**config.mk**
```make
export PLATFORM = sky130hd
export DESIGN_NAME = dpram_stream_reader
export DESIGN_NICKNAME = d
export VERILOG_FILES = /design/src/rtl/dpram_pkg.sv /design/src/rtl/skid_fifo2.sv /design/src/rtl/dpram_stream_reader.sv
export SDC_FILE = /design/constraint.sdc
export NUM_CORES = 1
export LEC_CHECK = 0
export BUFFER_PORTS_ARGS = -buffer_cell sky130_fd_sc_hd__buf_4
export CAP_MARGIN = 10
export CORE_MARGIN = 3
export CORE_UTILIZATION = 61
export CTS_BUF_LIST = sky130_fd_sc_hd__clkbuf_4
export CTS_CLUSTER_DIAMETER = 200
export DETAILED_ROUTE_END_ITERATION = 6
export PLACE_DENSITY = 0.93
export SYNTH_ARGS = -nofsm -noshare
export SYNTH_HDL_FRONTEND = slang
export SYNTH_SLANG_ARGS = --single-unit
```
**constraint.sdc**
```tcl
create_clock -name clk -period 10.65 [get_ports clk]
set_input_delay 1.065 -clock clk [delete_from_list [all_inputs] [get_ports clk]]
set_output_delay 1.065 -clock clk [all_outputs]
set_load 0.01 [all_outputs]
```
**src/rtl/dpram_pkg.sv**
```systemverilog
// Shared geometry and types for the dual-port RAM stream reader.
package dpram_pkg;

    localparam int DPRAM_DEPTH = 2048;
    localparam int DPRAM_AW    = 11;
    localparam int DPRAM_DW    = 32;

    typedef enum logic [1:0] {
        IDLE,
        READ,
        DRAIN
    } rd_state_t;

    typedef struct packed {
        logic [DPRAM_AW-1:0] base;
        logic [DPRAM_AW:0]   len;
    } rd_cmd_t;

endpackage

```
**src/rtl/skid_fifo2.sv**
```systemverilog
// Two-entry valid/ready FIFO; the head stays put while the consumer stalls.
module skid_fifo2 #(
    parameter int W = 8
) (
    input  logic         clk,
    input  logic         rst,
    input  logic         in_valid,
    input  logic [W-1:0] in_data,
    output logic         out_valid,
    input  logic         out_ready,
    output logic [W-1:0] out_data,
    output logic [1:0]   count
);

    logic [W-1:0] mem [2];
    logic         wr_ptr;
    logic         rd_ptr;
    logic         do_push;
    logic         do_pop;

    // A full FIFO still takes a push when the head leaves in the same cycle.
    assign do_pop    = out_ready && (count != 2'd0);
    assign do_push   = in_valid && ((count != 2'd2) || do_pop);
    assign out_valid = (count != 2'd0);
    assign out_data  = mem[rd_ptr];

    always_ff @(posedge clk or posedge rst) begin
        if (rst) begin
            mem[0] <= '0;
            mem[1] <= '0;
            wr_ptr <= 1'b0;
            rd_ptr <= 1'b0;
            count  <= 2'd0;
        end else begin
            if (do_push) begin
                mem[wr_ptr] <= in_data;
                wr_ptr      <= ~wr_ptr;
            end
            if (do_pop) begin
                rd_ptr <= ~rd_ptr;
            end
            case ({do_push, do_pop})
                2'b10:   count <= count + 2'd1;
                2'b01:   count <= count - 2'd1;
                default: count <= count;
            endcase
        end
    end

endmodule

```
**src/rtl/dpram_stream_reader.sv**
```systemverilog
// Burst read master for one dual-port RAM port, streaming words out with a last flag.
// Define DPRAM_READER_STATS_EN to add the saturating stall_cnt output.
module dpram_stream_reader
    import dpram_pkg::*;
#(
    parameter int DEPTH = DPRAM_DEPTH,
    parameter int AW    = DPRAM_AW,
    parameter int DW    = DPRAM_DW
) (
    input  logic          clk,
    input  logic          rst,
    input  logic          cmd_valid,
    output logic          cmd_ready,
    input  logic [AW-1:0] cmd_base,
    input  logic [AW:0]   cmd_len,
    output logic [AW-1:0] mem_addr,
    output logic [DW-1:0] mem_din,
    output logic          mem_we,
    input  logic [DW-1:0] mem_dout,
    output logic          out_valid,
    input  logic          out_ready,
    output logic [DW-1:0] out_data,
    output logic          out_last,
    output logic          busy,
    output logic          done
`ifdef DPRAM_READER_STATS_EN
    ,
    output logic [31:0]   stall_cnt
`endif
);

    localparam logic [AW:0]   MAX_LEN  = DEPTH[AW:0];
    localparam logic [AW:0]   LEN_ONE  = {{AW{1'b0}}, 1'b1};
    localparam logic [AW-1:0] ADDR_ONE = {{(AW-1){1'b0}}, 1'b1};

    rd_state_t     state;
    rd_state_t     state_next;
    rd_cmd_t       cmd;
    logic [AW-1:0] addr;
    logic [AW:0]   rd_left;
    logic [AW:0]   beat_left;
    logic          inflight;
    logic          inflight_last;
    logic          done_zero;
    logic          accept;
    logic          issue;
    logic          pop;
    logic          fifo_valid;
    logic [DW:0]   fifo_head;
    logic [1:0]    fifo_count;
    logic [2:0]    occupancy;
    logic [2:0]    slot_limit;

    assign cmd.base = cmd_base;
    assign cmd.len  = (cmd_len > MAX_LEN) ? MAX_LEN : cmd_len;

    assign accept = cmd_valid && (state == IDLE);
    assign pop    = fifo_valid && out_ready;

    // A beat leaving this cycle frees its slot, which sustains one read per cycle.
    assign occupancy  = {1'b0, fifo_count} + {2'b00, inflight};
    assign slot_limit = 3'd2 + {2'b00, pop};

    always_ff @(posedge clk or posedge rst) begin
        if (rst) begin
            state <= IDLE;
        end else begin
            state <= state_next;
        end
    end

    always_comb begin
        state_next = state;
        cmd_ready  = 1'b0;
        busy       = 1'b0;
        issue      = 1'b0;
        unique case (state)
            IDLE: begin
                cmd_ready = 1'b1;
                if (cmd_valid && (cmd.len != '0)) begin
                    state_next = READ;
                end
            end
            READ: begin
                busy = 1'b1;
                if ((rd_left != '0) && (occupancy < slot_limit)) begin
                    issue = 1'b1;
                end
                if (issue && (rd_left == LEN_ONE)) begin
                    state_next = DRAIN;
                end
            end
            DRAIN: begin
                busy = 1'b1;
                if ((beat_left == '0) || (pop && (beat_left == LEN_ONE))) begin
                    state_next = IDLE;
                end
            end
            default: state_next = IDLE;
        endcase
    end

    // The last flag rides with each read so the FIFO hands it out with its data.
    always_ff @(posedge clk or posedge rst) begin
        if (rst) begin
            addr          <= '0;
            rd_left       <= '0;
            beat_left     <= '0;
            mem_addr      <= '0;
            inflight      <= 1'b0;
            inflight_last <= 1'b0;
            done_zero     <= 1'b0;
        end else begin
            done_zero     <= accept && (cmd.len == '0);
            inflight      <= issue;
            inflight_last <= issue && (rd_left == LEN_ONE);
            if (accept) begin
                addr      <= cmd.base;
                rd_left   <= cmd.len;
                beat_left <= cmd.len;
            end
            if (issue) begin
                mem_addr <= addr;
                addr     <= addr + ADDR_ONE;
                rd_left  <= rd_left - LEN_ONE;
            end
            if (pop && (beat_left != '0)) begin
                beat_left <= beat_left - LEN_ONE;
            end
        end
    end

    skid_fifo2 #(
        .W(DW + 1)
    ) u_fifo (
        .clk      (clk),
        .rst      (rst),
        .in_valid (inflight),
        .in_data  ({inflight_last, mem_dout}),
        .out_valid(fifo_valid),
        .out_ready(out_ready),
        .out_data (fifo_head),
        .count    (fifo_count)
    );

    assign out_valid = fifo_valid;
    assign out_data  = fifo_head[DW-1:0];
    assign out_last  = fifo_valid && fifo_head[DW];
    assign done      = done_zero || (pop && (beat_left == LEN_ONE));
    assign mem_din   = '0;
    assign mem_we    = 1'b0;

`ifdef DPRAM_READER_STATS_EN
    always_ff @(posedge clk or posedge rst) begin
        if (rst) begin
            stall_cnt <= '0;
        end else if (accept) begin
            stall_cnt <= '0;
        end else if (out_valid && !out_ready && (stall_cnt != '1)) begin
            stall_cnt <= stall_cnt + 32'd1;
        end
    end
`endif

endmodule

```
==> flow_metrics.py <==
metrics = {
    "synth": {
        "yosysTopAreaCellShare": 0.4844,
        "synth_fa_ha_area_frac": 0.02402,
        "synth-compound-area-share": 0.1165,
        "synth_edf_count": 0,
        "synth-simple-area-share": 0.1197,
        "yosysSeqAreaShare": 0.4844,
        "synth_area_um2": 6251,
        "synth_largest_area_cell": "dfrtp_1",
        "synthArstFlopShare": 1.000,
        "synth.most_common_cell": "dfrtp_1",
        "synth_ff_type": "dfrtp_1",
        "synth-xor-area-share": 0.002802,
        "syn_inst": 564,
        "yosys-top-cells-count": "121 x dfrtp_1, 98 x mux2_2, 54 x nand2_1",
        "synth_top_family_by_area": "multiplexers",
        "synthMuxAreaShare": 0.1815,
        "synth.area.top_cells": "dfrtp_1 48%, mux2_2 18%, buf_4 4.1%, nand2_1 3.2%, ha_1 2.4%",
        "synth_seq_cells": 121,
        "synth_cell_type_count": 57,
        "syn_area_per_cell_um2": 11.08,
        "ys_warn_count": 0,
    },
    "global_route": {
        "antenna_found_initial": 0,
        "grt_pass1_vias": 4793,
        "grt-ovfl-total": 0,
        "grt_max_degree": 74,
        "grt_pass1_wl_mm": 23.04,
        "grt_use_total": 0.2529,
    },
    "sta": {
        "layout_min_cycle_time_ns": 3.436,
        "hold_viol": 0,
        "setup_tns_ns": 0,
        "max_freq_mhz": 291.1,
        "finalMaxSlewViolations": 0,
        "holdWs_ns": 0.4941,
        "setup_viol": 0,
        "finClkSkew_ns": 0.01605,
        "max_slew_margin": 0.2755,
        "rsz0062_at_grt": "no",
        "worstMarginPinSlew_ns": 1.078,
        "fin_crit_sh": 0.3226,
        "fin_ws_ns": 7.214,
    },
    "routing": {
        "wirelength_mm": 14.34,
        "wl_per_cell_um": 17.55,
        "viasPerCell": 5.849,
        "route.antenna.remaining_nets": 0,
        "drtPass1Iterations": 5,
        "first_iter_violations": 349,
        "remaining_drc_errors": 0,
        "vias": 4779,
    },
    "power_and_ir_drop": {
        "max-vdd-ir-drop_mv": 0.1991,
        "p_clk_frac": 0.160,
        "seqPwrFrac": 0.362,
        "net-switching-power_mw": 0.8921,
        "p_int_mw": 1.423,
        "leakage_nw": 3.392,
        "combPwrFrac": 0.478,
        "swShare": 0.3854,
        "power.density_nw_per_um2": 315.0,
    },
    "critical_path": {
        "rr_worst_depth": 7,
        "cp-end-kind": "output port",
        "timing.reg2reg.setup_slack_ns": 7.73,
        "r2r-end": "rd_left[6]",
        "arrival_ns": 2.37,
        "worstSetupPathType": "flip-flop to output port",
        "r2r-start": "rd_left[8]",
        "cp_max_fo": 7,
        "startpoint_type": "flip-flop",
        "critical_path_required_ns": 9.59,
    },
    "finish": {
        "fin_nets": 742,
        "stdcell_count": 817,
        "drive_above_1_share": 0.3743,
        "area_growth_pct": 17.55,
        "final_util": 0.7449,
        "antennaDiodeCount": 0,
        "fillers": 680,
    },
    "die": {
        "start_util": 0.6337,
        "dieWidth_um": 107.2,
        "die_area_um2": 11500,
        "core_um2": 9864,
        "die_h_um": 107.2,
        "rows": 36,
        "ios": 140,
    },
    "job": {
        "cap_viol_max_count": 0,
    },
    "clock_network": {
        "root_buffer": "clkbuf_4",
        "cts_buffer_depth": 2,
        "cts.htree.levels": 4,
        "cts-resized-gates": 0,
        "cts_tree": "yes",
        "cts_hold_buf": 0,
        "clk_latency_ns": 0.51,
        "clk_pin_slew_ns": 0.12,
        "cts_buffers": 17,
        "clkSinkCount": 121,
        "cts_setup_buffers": 0,
    },
    "placement": {
        "post-place-ws_ns": 7.274,
        "gp_congestion": 0.9062,
        "numPlacedInstances": 785,
        "post-dp-hpwl_mm": 10.07,
        "port_buffers": 106,
    },
    "min_path": {
        "hp-start": "mem_addr[10]",
        "whs_path_depth": 2,
        "hold_path.class": "flip-flop to flip-flop",
        "hold_end": "mem_addr[10]",
    },
    "outcome": {
        "status": "finished clean",
    },
}
## worst max-delay path: stages, from the launching register on
cell      delay [ns]
dfrtp_1         0.46
nor4_1          0.83
nand3_1         0.22
o21bai_1        0.21
buf_4           0.15
## placed cells by master (no fill, tap or decap), types with 3 or more instances in the layout
master and count:
dfrtp_1 121, clkbuf_4 17, nor2_1 22, buf_4 111
nand4_1 6, conb_1 33, mux2_2 98, a21oi_1 20
o211ai_1 5, o21ai_0 20, a221o_1 8, ha_1 12
a221oi_1 4, nor2b_1 4, or4_1 3, o21a_1 3
inv_1 19, nor4_1 6, clkinvlp_4 3, and3_1 11
nor3_1 10, a31oi_1 3, clkinv_2 3, nand2_1 54
or3_1 7, o31ai_1 3, nand3_1 16, o221a_2 7
clkinv_4 4, bufinv_16 4, a211oi_1 5, o311ai_0 4
## worst max-delay path by stage
stage / slack [ns] / end / startpoint / depth (start not counted)
3_3_place_gp: 7.39 / rd_left[8] / out_ready / 8
3_5_place_dp: 7.27 / addr[10] / out_ready / 8
6_report: 7.21 / done / beat_left[4] / 4
4_1_cts: 7.26 / done / beat_left[4] / 4
2_1_floorplan: 6.37 / addr[0] / rst / 1
5_1_grt: 7.10 / done / beat_left[4] / 4
## routing by layer
layer  global-route usage  share of wire  vias to the layer above
met4              0.07763          0.016                        0
met5                    0              0                        -
met3              0.06020          0.071                       28
met1               0.3225           0.41                     2338
li1                     -              -                     2213
met2               0.4281           0.51                      200
## cell families (layout without fill, tap and decap cells)
logic type               Yosys count  after routing
AO/OA/AOI/OAI                     99             99
XOR/XNOR                           2              2
adder cells (fa/ha/maj)           12             12
buffers and inverters             76            164
flip-flops                       121            121
multiplexers                     101            101
other                              1             33
AND/OR/NAND/NOR                  152            152
## power groups by stage
stage / clock [mW] / sequential (mW) / combinational [mW]
after floorplan: 0 / 0.799 / 0.777
after CTS: 0.375 / 0.835 / 1.11
final: 0.370 / 0.839 / 1.11
after global routing: 0.394 / 0.867 / 1.21
after global placement: 0 / 0.822 / 1.06
after detailed placement: 0 / 0.845 / 1.10
## registers in the layout, summed over array words and instances, names as in the netlist, 2 cells and up
name / cells
beat_left: 12
mem_addr: 11
u_fifo.count: 2
addr: 11
rd_left: 12
state: 2
u_fifo.mem: 66
## area by class of cell
cell class,count,area (um2),share of cell area
Sequential cell,121,3028,0.4121
Multi-Input combinational cell,399,2910,0.3960
Timing Repair Buffer,111,833.3,0.1134
Clock inverter,15,201.4,0.02741
Tap cell,133,166.4,0.02265
Clock buffer,17,127.6,0.01737
Inverter,21,81.33,0.01107
## per-stage QoR
stage          total power, mW  instance area [um2]
4_1_cts                  2.319                 7348
5_1_grt                  2.471                 7348
2_1_floorplan            1.576                 6371
6_report                 2.315                 7348
3_3_place_gp             1.878                 7019
3_5_place_dp             1.946                 7019
No activity file was read; power rests on OpenSTA's default activity.
